**config.mk**
```make
export PLATFORM = sky130hd
export DESIGN_NAME = block_sched
export DESIGN_NICKNAME = d
export VERILOG_FILES = /design/src/rtl/blksched_pkg.sv /design/src/rtl/rr_pick16.sv /design/src/rtl/block_sched.sv
export SDC_FILE = /design/constraint.sdc
export NUM_CORES = 1
export LEC_CHECK = 0
export CELL_PAD_IN_SITES_DETAIL_PLACEMENT = 1
export CELL_PAD_IN_SITES_GLOBAL_PLACEMENT = 2
export CORE_ASPECT_RATIO = 1.1
export CORE_UTILIZATION = 28
export CTS_BUF_LIST = sky130_fd_sc_hd__clkbuf_8 sky130_fd_sc_hd__clkbuf_16
export DETAILED_ROUTE_END_ITERATION = 8
export HOLD_SLACK_MARGIN = 0.06
export PLACE_DENSITY = 0.83
export SLEW_MARGIN = 20
export SYNTH_ARGS = -nofsm -noshare
export SYNTH_HDL_FRONTEND = slang
export SYNTH_SLANG_ARGS = --single-unit
export TNS_END_PERCENT = 1
```
**constraint.sdc**
```tcl
create_clock -name clk -period 9.35 [get_ports clk]
set_input_delay 2.805 -clock clk [delete_from_list [all_inputs] [get_ports clk]]
set_output_delay 2.805 -clock clk [all_outputs]
set_load 0.02 [all_outputs]
```
**src/rtl/blksched_pkg.sv**
```systemverilog
// blksched_pkg: shared definitions for the block scheduler.
//   COMMA / TRIG / ABORT : link K-characters (always sent with kchar=1)
//   state_t              : scheduler FSM encoding
//   LEN_W_DEF            : default width of the header length field
//   HDR_LEN_LSB          : bit position of the length field inside a header word
package blksched_pkg;

    localparam logic [15:0] COMMA = 16'h00BC;   // K28.5, idle fill
    localparam logic [15:0] TRIG  = 16'h801C;   // K28.0, out-of-band trigger
    localparam logic [15:0] ABORT = 16'h807C;   // K28.3, stalled block abandoned

    localparam int LEN_W_DEF   = 10;
    localparam int HDR_LEN_LSB = 0;

    typedef enum logic [1:0] {
        IDLE = 2'd0,
        DATA = 2'd1,
        END  = 2'd2
    } state_t;

endpackage

```
**src/rtl/rr_pick16.sv**
```systemverilog
// rr_pick16: combinational rotating priority encoder over 16 requesters.
//   mask  in  16  candidate requesters
//   start in  4   index searched first; search wraps 15 -> 0
//   valid out 1   some bit of mask is set
//   idx   out 4   first set bit at or after start (0 when !valid)
module rr_pick16 (
    input  logic [15:0] mask,
    input  logic [3:0]  start,
    output logic        valid,
    output logic [3:0]  idx
);

    logic [3:0] cand;

    always_comb begin
        valid = 1'b0;
        idx   = 4'd0;
        cand  = 4'd0;
        for (int i = 0; i < 16; i++) begin
            // 4-bit addition wraps naturally from 15 back to 0
            cand = start + 4'(i);
            if (!valid && mask[cand]) begin
                valid = 1'b1;
                idx   = cand;
            end
        end
    end

endmodule

```
**src/rtl/block_sched.sv**
```systemverilog
// block_sched: block-level round-robin scheduler feeding a 16-bit serial link.
// A whole channel block (header + len payload words) is sent before another
// channel is considered. Trigger K-chars preempt any slot, commas fill gaps,
// and a block stalled for TMO+1 consecutive cycles is closed with ABORT.
//
// Optional feature macro: BLKSCHED_CSUM_EN -- when defined, each completed
// block is followed by a 16-bit sum (mod 2^16) of header and payload words.
//
// Ports:
//   clk        in   1        rising-edge clock
//   rst_n      in   1        asynchronous active-low reset
//   data       in   16*NCH   channel words, chan i on data[16*i +: 16]
//   req        in   NCH      chan i has a word on its slice
//   ack        out  NCH      one-hot pop strobe (combinational)
//   chan_en    in   NCH      enable mask, used only when choosing a block
//   trigger    in   1        trigger request pulse
//   dout       out  16       registered link word
//   kchar      out  1        dout is a K-character
//   busy       out  1        a block is in progress
//   cur_chan   out  4        owner of current / last block
//   err_cnt    out  8        aborted blocks, saturating
//   trig_lost  out  8        triggers dropped while one was pending, saturating
module block_sched
    import blksched_pkg::*;
#(
    parameter int NCH   = 16,
    parameter int LEN_W = LEN_W_DEF,
    parameter int TMO   = 255
) (
    input  logic              clk,
    input  logic              rst_n,
    input  logic [16*NCH-1:0] data,
    input  logic [NCH-1:0]    req,
    output logic [NCH-1:0]    ack,
    input  logic [NCH-1:0]    chan_en,
    input  logic              trigger,
    output logic [15:0]       dout,
    output logic              kchar,
    output logic              busy,
    output logic [3:0]        cur_chan,
    output logic [7:0]        err_cnt,
    output logic [7:0]        trig_lost
);

    localparam int                 STALL_W   = $clog2(TMO + 1);
    localparam logic [STALL_W-1:0] STALL_MAX = STALL_W'(TMO);

`ifdef BLKSCHED_CSUM_EN
    localparam state_t LAST_NEXT = END;
`else
    // Without a checksum slot the last payload word returns straight to IDLE.
    localparam state_t LAST_NEXT = IDLE;
`endif

    state_t             state, state_n;
    logic [3:0]         cur_n;
    logic [LEN_W-1:0]   len, len_n;
    logic [STALL_W-1:0] stall, stall_n;
    logic [15:0]        dout_n;
    logic               kchar_n;
    logic [7:0]         err_n, trig_lost_n;
    logic               trig_pend, trig_pend_n;
    logic [NCH-1:0]     ack_c;
    logic [15:0]        words [NCH];
    logic [15:0]        cur_word, pick_word;
    logic               pick_valid;
    logic [3:0]         pick_idx;
`ifdef BLKSCHED_CSUM_EN
    logic [15:0]        csum, csum_n;
`endif

    always_comb begin
        for (int i = 0; i < NCH; i++) begin
            words[i] = data[16*i +: 16];
        end
    end

    // Search starts one past the last owner, so the previous winner is
    // considered last and cannot win twice while others are waiting.
    rr_pick16 u_pick (
        .mask  (req & chan_en),
        .start (cur_chan + 4'd1),
        .valid (pick_valid),
        .idx   (pick_idx)
    );

    assign pick_word = words[pick_idx];
    assign cur_word  = words[cur_chan];
    assign busy      = (state != IDLE);
    // Nothing is popped while reset is held, even though the FSM sits in IDLE.
    assign ack       = rst_n ? ack_c : '0;

    always_comb begin
        state_n     = state;
        cur_n       = cur_chan;
        len_n       = len;
        stall_n     = stall;
        dout_n      = COMMA;
        kchar_n     = 1'b1;
        err_n       = err_cnt;
        trig_lost_n = trig_lost;
        trig_pend_n = trig_pend;
        ack_c       = '0;
`ifdef BLKSCHED_CSUM_EN
        csum_n      = csum;
`endif

        if (trigger && trig_pend && trig_lost != 8'hFF) begin
            trig_lost_n = trig_lost + 8'd1;
        end

        if (trig_pend) begin
            // Trigger slot: FSM, stall counter and pops are all frozen.
            trig_pend_n = 1'b0;
            dout_n      = TRIG;
        end else begin
            trig_pend_n = trigger;
            case (state)
                IDLE: begin
                    if (pick_valid) begin
                        ack_c[pick_idx] = 1'b1;
                        dout_n          = pick_word;
                        kchar_n         = 1'b0;
                        cur_n           = pick_idx;
                        len_n           = pick_word[HDR_LEN_LSB +: LEN_W];
                        stall_n         = '0;
`ifdef BLKSCHED_CSUM_EN
                        csum_n          = pick_word;
`endif
                        state_n = (len_n == '0) ? LAST_NEXT : DATA;
                    end
                end
                DATA: begin
                    if (req[cur_chan]) begin
                        ack_c[cur_chan] = 1'b1;
                        dout_n          = cur_word;
                        kchar_n         = 1'b0;
                        len_n           = len - LEN_W'(1);
                        stall_n         = '0;
`ifdef BLKSCHED_CSUM_EN
                        csum_n          = csum + cur_word;
`endif
                        if (len == LEN_W'(1)) begin
                            state_n = LAST_NEXT;
                        end
                    end else if (stall == STALL_MAX) begin
                        dout_n  = ABORT;
                        stall_n = '0;
                        state_n = IDLE;
                        if (err_cnt != 8'hFF) begin
                            err_n = err_cnt + 8'd1;
                        end
                    end else begin
                        stall_n = stall + STALL_W'(1);
                    end
                end
`ifdef BLKSCHED_CSUM_EN
                END: begin
                    dout_n  = csum;
                    kchar_n = 1'b0;
                    state_n = IDLE;
                end
`endif
                default: state_n = IDLE;
            endcase
        end
    end

    always_ff @(posedge clk or negedge rst_n) begin
        if (!rst_n) begin
            state     <= IDLE;
            cur_chan  <= 4'd0;
            len       <= '0;
            stall     <= '0;
            dout      <= COMMA;
            kchar     <= 1'b1;
            err_cnt   <= 8'd0;
            trig_lost <= 8'd0;
            trig_pend <= 1'b0;
`ifdef BLKSCHED_CSUM_EN
            csum      <= 16'd0;
`endif
        end else begin
            state     <= state_n;
            cur_chan  <= cur_n;
            len       <= len_n;
            stall     <= stall_n;
            dout      <= dout_n;
            kchar     <= kchar_n;
            err_cnt   <= err_n;
            trig_lost <= trig_lost_n;
            trig_pend <= trig_pend_n;
`ifdef BLKSCHED_CSUM_EN
            csum      <= csum_n;
`endif
        end
    end

endmodule

```
---- Yosys cells after proc, flatten, opt, wreduce, memory -nomap -nowiden ----
Cells that the tools add are included.
storage, ports and cells
  flip-flop bits (word level) ............. 58
  bits of input ports ..................... 291
  output and inout port bits .............. 54
  word-level logic and storage cells ...... 212
operators by class
  add/subtract/negate cells ............... 20
  $lt $le $gt $ge ......................... 22
  eq/ne operators ......................... 9
  mux-type cells .......................... 104
  bitwise gates (word level) .............. 5
  reduce and logical (&&, ||, !) cells .... 43
operators by type and width
  operator               count
  $mux 16                12
  $bmux 16 s4            2
  $lt 4x5->1 const B     18
  $bmux 1 s4             17
  $mux 4                 16
  $pmux 16 s2            2
  $mux 1                 40
  $add 4x4->4 const B    8
  $add 8x1->8 const B    3
  $mux 8                 3
  $mux 10                2
  $pmux 10 s2            1
  $logic_and 1x1->1      19
  $add 4x3->4 const B    4
  $and 16x16->16         1
  $ne 8x8->1 const B     2
  $pmux 8 s2             1
  $logic_not 1->1        15
  $eq 10x1->1 const B    1
  $ge 5x5->1 const B     2
  $logic_not 10->1       1
  $not 4->5              2
  $sub 10x1->10 const B  1
  $add 4x1->4 const B    2
  other kinds (16)       28

---- Depth between registers and ports, before layout ----
Gate-level depths: netlist (run 1).
  word-level depth ........................ 57
  gate-level depth with buffers ........... 29
  depth with buffers taken out ............ 17

---- Cells and area by module ----
A second synthesis (run 1) with hierarchy kept.
second synthesis, totals
  cells, all modules ...................... 819
  area, all modules ....................... 9127.5 µm²
modules (own cells, without submodules)
  module       instances  cells each  area an instance (µm²)
  block_sched  1          572         7040.5
  rr_pick16    1          247         2087.0

---- Least setup slack after synthesis (run 1) ----
No wires, ideal clock.
  path type ............................... input port to output port
  from .................................... input port req[12]
  to ...................................... output port ack[12]
  arrival ................................. 6546 ps
  path slack .............................. -1 ps
  cell stages on the path ................. 16
  path buffers ............................ 4
  cell sequence ........................... nand2_1 -> mux4_2 -> mux2_1 -> mux2i_2 -> nor3_1 -> and4_4 -> and2_4 -> buf_6 -> or3b_1 -> a222oi_1 -> buf_4 -> buf_12 -> clkbuf_4 -> nor4b_2 -> nand2b_1 -> a21oi_1
on the way
  cells in the longest elaborated chain, start to end .. 57
  elaborated cells between the ends (all ways) .. 107
  classes of those cells .................. 2 x order compare; 73 x mux; 1 x bitwise; 31 x reduce/logical
ends and longest elaborated chain
  what                                                                   RTL line            text
  from (decl)                                                            block_sched.sv:33   input logic [NCH-1:0] req,
  $and 16x16->16                                                         block_sched.sv:81   .mask (req & chan_en),
  $bmux 1 s4                                                             rr_pick16.sv:22     if (!valid && mask[cand]) begin
  $mux 1 (implied by the code)                                           rr_pick16.sv:22
  $mux 1                                                                 rr_pick16.sv:22
  $logic_not 1->1                                                        rr_pick16.sv:22
  $logic_and 1x1->1                                                      rr_pick16.sv:22
  $mux 1                                                                 rr_pick16.sv:22
  $logic_not 1->1                                                        rr_pick16.sv:22
  [41 not listed]                                                        --
  $lt 4x5->1 (implied by the code) / $ge 4x1->1 (equally long branches)  block_sched.sv:121  ack_c[pick_idx] = 1'b1;
  $logic_and 1x1->1 (implied by the code)                                block_sched.sv:121
  $mux 1 (implied by the code)                                           block_sched.sv:121
  $demux 1 s4                                                            block_sched.sv:121
  $mux 16                                                                block_sched.sv:120  if (pick_valid) begin
  $pmux 16 s2 (*)                                                        block_sched.sv:118  case (state)
  $mux 16 (*)                                                            block_sched.sv:112  if (trig_pend) begin
  $mux 16 (*)                                                            block_sched.sv:91   assign ack = rst_n ? ack_c : '0;
  to (decl)                                                              block_sched.sv:34   output logic [NCH-1:0] ack,
Every way passes the cells marked *; elsewhere a longest branch is shown, timed or not. The select of a mux whose other input is x is not followed.

---- Final worst setup path (run 1) ----
  from .................................... input port chan_en[5]
  to ...................................... output port ack[13]
on the way
  cells in the longest elaborated chain, start to end .. 57
  elaborated cells between the ends (all ways) .. 104
  classes of those cells .................. 2 x order compare; 70 x mux; 1 x bitwise; 31 x reduce/logical
ends and longest elaborated chain
  what                                                                   RTL line            text
  from (decl)                                                            block_sched.sv:35   input logic [NCH-1:0] chan_en,
  $and 16x16->16 (*)                                                     block_sched.sv:81
  $bmux 1 s4                                                             rr_pick16.sv:22
  $mux 1 (implied by the code)                                           rr_pick16.sv:22
  $mux 1                                                                 rr_pick16.sv:22
  $logic_not 1->1                                                        rr_pick16.sv:22
  $logic_and 1x1->1                                                      rr_pick16.sv:22
  $mux 1                                                                 rr_pick16.sv:22
  $logic_not 1->1                                                        rr_pick16.sv:22
  [41 not listed]                                                        --
  $lt 4x5->1 (implied by the code) / $ge 4x1->1 (equally long branches)  block_sched.sv:121
  $logic_and 1x1->1 (implied by the code)                                block_sched.sv:121
  $mux 1 (implied by the code)                                           block_sched.sv:121
  $demux 1 s4                                                            block_sched.sv:121
  $mux 16 (*)                                                            block_sched.sv:120
  $pmux 16 s2 (*)                                                        block_sched.sv:118
  $mux 16 (*)                                                            block_sched.sv:112
  $mux 16 (*)                                                            block_sched.sv:91
Marked as above.

==> results of run 1 <==
==> metal layers <==
layer	vias up	wire length [um]	part of all wire	GRT usage
li1	4676	-	-	-
met4	0	1390	0.032	0.0785
met5	-	0	0	0
met1	5232	18800	0.42	0.315
met3	70	2040	0.046	0.0378
met2	330	22000	0.50	0.414
==> sequential cells by signal (all words and copies together) (netlist names) <==
signal / cells
dout: 16
len: 10
err_cnt: 8
stall: 8
trig_lost: 8
cur_chan: 4
kchar: 1
state: 1
trig_pend: 1
==> worst min path at each step <==
stage / startpoint / to / cells after the start
2_1_floorplan: stall[7]$_DFFE_PN0P_ / stall[7]$_DFFE_PN0P_ / 1
3_3_place_gp: stall[7]$_DFFE_PN0P_ / stall[7]$_DFFE_PN0P_ / 1
3_5_place_dp: stall[3]$_DFFE_PN0P_ / stall[3]$_DFFE_PN0P_ / 1
4_1_cts: stall[7]$_DFFE_PN0P_ / stall[7]$_DFFE_PN0P_ / 1
5_1_grt: stall[7]$_DFFE_PN0P_ / stall[7]$_DFFE_PN0P_ / 1
6_report: stall[7]$_DFFE_PN0P_ / stall[7]$_DFFE_PN0P_ / 1
==> cell usage after synthesis, types with 8 or more instances <==
| library cell | n |
|---|---|
| mux2i_1 | 154 |
| mux4_2 | 109 |
| nand2_1 | 83 |
| nor2_1 | 73 |
| dfrtp_1 | 51 |
| o21ai_0 | 50 |
| mux2_2 | 33 |
| a21oi_1 | 29 |
| clkbuf_1 | 28 |
| nand4_1 | 23 |
| buf_4 | 17 |
| and3_1 | 16 |
| buf_1 | 15 |
| nand4b_1 | 15 |
| a32oi_1 | 14 |
| buf_2 | 14 |
| nand3_1 | 14 |
| xnor2_1 | 14 |
| inv_1 | 13 |
| nor3_1 | 13 |
| nand2b_1 | 12 |
| a22oi_1 | 11 |
| o211ai_1 | 10 |
| ha_1 | 9 |
| nor2b_1 | 8 |
| xor2_1 | 8 |
==> what timing repair did <==
| action | 4_1_cts | 5_1_grt |
|---|---|---|
| buffers inserted | 3 | 6 |
| endpoints found under the hold margin | 0 | 0 |
| pin swaps | 9 | 18 |
| endpoints found under the setup margin | 16 | 16 |
| cloned | 0 | 0 |
| gates resized for setup | 93 | 61 |
==> kinds of logic after synthesis <==
logic type,after synthesis,share of synthesized area
compound gates,179,0.126
flops,57,0.147
simple gates,300,0.162
xor+xnor,28,0.0333
buf+inv,99,0.0546
fa+ha+maj,9,0.0116
mux,305,0.465
==> final cells by class <==
type / count / area, um^2
antenna: 1 / 2.50
clock buffer: 10 / 239
clock inverter: 6 / 57.6
fill: 3801 / 19400
inverter: 17 / 68.8
multi-input combinational: 821 / 8080
sequential: 57 / 1450
tap: 438 / 548
timing repair buffer: 463 / 4350
==> stage by stage <==
| step | util | area (um^2) | setup WS (ns) |
|---|---|---|---|
| final | 0.432 | 14800 | 0.144 |
| after global routing | 0.432 | 14800 | 0.00311 |
| after CTS | 0.425 | 14500 | -0.0689 |
| after detailed placement | 0.413 | 14100 | -0.643 |
| after global placement | 0.413 | 14100 | -0.600 |
| after floorplan | - | 9740 | 0.0620 |
==> results.sh, run 1 <==
export IMPL_whs_ns=0.507
export IMPL_syn_inst=977
export IMPL_ys_types=84
export IMPL_synth_edf_count=0
export IMPL_cts_tree="built"
export IMPL_ant_nets=0
export IMPL_cap_violations=0
export IMPL_hold_violations=0
export IMPL_final_cell_mix="clkdlybuf4s50_1 (295), mux2i_1 (146), buf_4 (119), mux4_2 (109), nor2_1 (70)"
export IMPL_status="complete, but fails checks"
export IMPL_cp_max_fo=5
export IMPL_clk_latency_ns=0.33
export IMPL_drc=6
export IMPL_synthesis_area_mm2=0.00973
export IMPL_reg2regPathDepth=19
export IMPL_reg2reg_from="cur_chan[0]$_DFFE_PN0P_"
export IMPL_synth_seq_cells=57
export IMPL_clkTransAtPathRegs_ns=0.05
export IMPL_setup_violations=0
export IMPL_drv_slew=0
export IMPL_area_growth_pct=51.9
export IMPL_max_freq_ghz=0.109
export IMPL_finalNetCount=1669
export IMPL_die_x_um=180
export IMPL_grt_overflow=0
export IMPL_cp_endpoint="ack[13]"
export IMPL_cts_buffer_depth=2
export IMPL_grt_first_pass_wirelength_mm=65.7
export IMPL_routed_wl_mm=44.2
export IMPL_io_buffers=344
export IMPL_synth_area_top_cells="mux4_2 (25%), mux2i_1 (16%), dfrtp_1 (13%)"
export IMPL_antenna_found_initial=1
export IMPL_cts_max_level=3
export IMPL_skew_ns=0.00641
export IMPL_viasPerCell=5.69
export IMPL_ys_warnings_count=0
export IMPL_vias=10300
export IMPL_critPathArrivalTime_ns=6.40
export IMPL_drtPass1Iterations=6
export IMPL_critPathTopFamily="simple AND/OR/NAND/NOR gates"
export IMPL_core_mm2=0.0342
export IMPL_cp_common_cell="buf_6"
export IMPL_clkSinkCount=57
export IMPL_rsz0062_at_grt="false"
export IMPL_initial_core_util=0.285
export IMPL_die_h_um=198
export IMPL_violations="design-rule violations"
export IMPL_critPathCaptureType="output port"
export IMPL_period_share=0.985
export IMPL_root_buffer="clkbuf_16"
export IMPL_numCtsBuffers=9
export IMPL_path_class="input port to output port"
export IMPL_dr_first_iter_drc_count=482
export IMPL_place_gp_congestion=0.906
export IMPL_num_rows=71
export IMPL_netlist_area_leader_share=0.252
export IMPL_dieArea_mm2=0.0355
export IMPL_worstPathRequired_ns=6.55
export IMPL_min_path_type="register to register"
export IMPL_ff2ff_setup_slack_ns=2.47
export IMPL_cp_cell_sequence="dlygate4sd2_1 > nand2_2 > mux4_2 > mux2_4 > mux2_4 > nand4b_1 > nor2_1 > and2_4 > or3b_1 > a222oi_1 > buf_4 > and3_4 > buf_6 > nand2b_4 > a21oi_4 > buf_6 > buf_6"
export IMPL_crit_slowest_cell="mux4_2"
export IMPL_ios=345
export IMPL_grtUsageTotal=0.243
export IMPL_dp_hpwl_mm=35.0
export IMPL_setup_tns_ns=0
export IMPL_crit_reg2reg_capture="state[0]$_DFFE_PN0P_"
export IMPL_start_kind="input port"
export IMPL_cp_buffers_inverters=5
export IMPL_cpPeakStageDelay_ns=0.51
export IMPL_postCtsHoldBufs=0
export IMPL_cp_num_cells=17
export IMPL_dp_cells=1787
export IMPL_yosysSeqAreaShare=0.147
export IMPL_drive_gt1_frac=0.285
export IMPL_slew_limit_headroom=0.276
export IMPL_synth_top_area_cell="mux4_2"
export IMPL_async_reset_ff_frac=1.00
export IMPL_grt_max_degree=65
export IMPL_grt_pass1_vias=10700
export IMPL_critPathLaunch="chan_en[5]"
export IMPL_worst_slew_pin_slew_ns=1.09
export IMPL_layoutNonFillerInstCount=1813
export IMPL_synth_fp_nets=1277
export IMPL_ys_flop_type="dfrtp_1"
export IMPL_post_drt_wl_per_cell_um=24.4
export IMPL_post_route_min_period_ns=9.21
export IMPL_mostFrequentLayoutCell="clkdlybuf4s50_1"
export IMPL_syn_avg_cell_area_um2=9.96
Power of run 1 is not shown: default switching activity piles up to over one toggle a cycle in this logic, so the estimate is an artifact.
==> run 2, diff against run 1 <==
Settings changed: CORE_MARGIN set to 5.
==> run 2 against run 1 <==
  * The flow now finishes without violations
  * Clock skew down 0.0013 ns
  * Die area up 8.7%
  * Setup slack worse by 0.036 ns
  * Utilization up 0.28 points
  * Global-route usage down 1.8 points
  * Via count up 0.17%
  * Maximum frequency down 0.39%
  * Count of clock-buffer cells in the layout unchanged
  * Largest cell class unchanged
  * Sequential cell count unchanged
  * First-iteration DRC count up 26%
  * Routed wire length up 2.5%
  * Critical path type unchanged
==> results.sh, run 2 (same netlist as run 1, synthesis figures left out) <==
export IMPL_mostFrequentLayoutCell="clkdlybuf4s50_1"
export IMPL_cp_max_fo=4
export IMPL_dieArea_mm2=0.0386
export IMPL_drc=0
export IMPL_numCtsBuffers=9
export IMPL_largest_register_ffs=16
export IMPL_cts_tree="built"
export IMPL_grtUsageTotal=0.225
export IMPL_min_path_type="register to register"
export IMPL_critPathArrivalTime_ns=6.44
export IMPL_die_h_um=206
export IMPL_clkSinkCount=57
export IMPL_final_cell_area_mm2=0.0149
export IMPL_die_x_um=188
export IMPL_grt_overflow=0
export IMPL_largest_register="dout"
export IMPL_crit_reg2reg_capture="state[0]$_DFFE_PN0P_"
export IMPL_root_buffer="clkbuf_16"
export IMPL_worstPathRequired_ns=6.55
export IMPL_vias=10300
export IMPL_min_path_cells=1
export IMPL_max_freq_ghz=0.108
export IMPL_grt_first_pass_wirelength_mm=68.4
export IMPL_skew_ns=0.00514
export IMPL_grt_pass1_vias=11400
export IMPL_period_share=0.988
export IMPL_clk_latency_ns=0.33
export IMPL_ios=345
export IMPL_num_rows=71
export IMPL_dp_hpwl_mm=36.7
export IMPL_antenna_found_initial=1
export IMPL_grt_max_degree=81
export IMPL_cap_violations=0
export IMPL_reg2regPathDepth=19
export IMPL_drv_slew=0
export IMPL_final_cell_mix="clkdlybuf4s50_1 (295), mux2i_1 (147), buf_4 (143), mux4_2 (109), nor2_1 (72)"
export IMPL_area_growth_pct=53.3
export IMPL_place_gp_congestion=0.888
export IMPL_hp_start="stall[7]$_DFFE_PN0P_"
export IMPL_ff2ff_setup_slack_ns=2.04
export IMPL_worst_slew_pin_slew_ns=0.956
export IMPL_hold_violations=0
export IMPL_slew_limit_headroom=0.362
export IMPL_finalNetCount=1694
export IMPL_initial_core_util=0.284
export IMPL_cts_max_level=3
export IMPL_reg_top3="dout (16), len (10)"
export IMPL_viasPerCell=5.61
export IMPL_io_buffers=344
export IMPL_dp_cells=1812
export IMPL_reg2reg_from="cur_chan[0]$_DFFE_PN0P_"
export IMPL_core_mm2=0.0343
export IMPL_layoutNonFillerInstCount=1840
export IMPL_worst_slack_ns=0.108
export IMPL_drive_gt1_frac=0.294
export IMPL_rsz0062_at_grt="true"
export IMPL_post_drt_wl_per_cell_um=24.6
export IMPL_critPathCaptureType="output port"
export IMPL_status="complete, no violations"
export IMPL_routed_wl_mm=45.3
export IMPL_whs_endpoint="stall[7]$_DFFE_PN0P_"
export IMPL_ant_nets=0
export IMPL_setup_violations=0
export IMPL_clkTransAtPathRegs_ns=0.05
export IMPL_post_route_min_period_ns=9.24
export IMPL_dr_first_iter_drc_count=607
export IMPL_placed_cell_area_mm2=0.0143
export IMPL_start_kind="input port"
export IMPL_drtPass1Iterations=5
export IMPL_postCtsHoldBufs=0
export IMPL_dpl_worst_slack_ns=-0.700
export IMPL_cts_buffer_depth=2
export IMPL_path_class="input port to output port"
## run 2: how the worst max path moves through the flow
stage                     endpoint    start  depth (start not counted)  slack (ns)
final                      ack[13]   req[1]                         18        0.11
after global routing       ack[15]   req[1]                         21       -0.03
after CTS                   ack[9]   req[5]                         19        0.04
after detailed placement    ack[4]   req[3]                         18       -0.70
after global placement      ack[4]   req[1]                         18       -0.64
after floorplan             ack[0]  req[12]                         16        0.06
## run 2: cell type report
| class | count | area (um^2) |
|---|---|---|
| fillers | 3858 | 19400 |
| multi-input cells | 821 | 8070 |
| repair buffers | 488 | 4480 |
| flip-flops and latches | 57 | 1450 |
| well taps | 438 | 548 |
| clock buffers | 10 | 239 |
| inverters | 17 | 68.8 |
| clock inverters | 6 | 66.3 |
| diodes | 3 | 7.51 |
## run 2: timing repair
item | in CTS | in global routing
pin swaps | 17 | 9
cloned | 0 | 0
hold endpoints to repair | 0 | 0
setup buffers | 6 | 2
setup endpoints to repair | 16 | 16
gates resized for setup | 110 | 62
## run 2: metrics by stage
step | hold WS (ns) | utilization | setup TNS, ns
detailed placement | 0.476 | 0.418 | -8.25
CTS | 0.483 | 0.431 | 0
floorplan | 0.442 | - | 0
global placement | 0.464 | 0.418 | -7.42
global route | 0.532 | 0.435 | -0.115
finish | 0.487 | 0.435 | 0
## run 2: worst max-delay path: stages
cell and delay [ns]:
dlygate4sd2_1 0.22, nand2_2 0.07, buf_4 0.14, mux4_2 0.48
mux2_4 0.31, mux2i_4 0.18, nor3_2 0.07, and4_4 0.20
and2_4 0.14, or3b_1 0.38, a222oi_1 0.43, buf_4 0.20
and3_4 0.18, buf_4 0.12, nand2b_4 0.06, a21oi_4 0.19
buf_6 0.14, buf_6 0.11
## run 2: layer usage
layer | up-vias | part of all wire | global-route usage
met3 | 58 | 0.054 | 0.0431
met2 | 354 | 0.51 | 0.398
met4 | 0 | 0.031 | 0.0676
met5 | - | 0 | 0
met1 | 5193 | 0.41 | 0.280
li1 | 4721 | - | -
Power of run 2 is left out for the same reason.
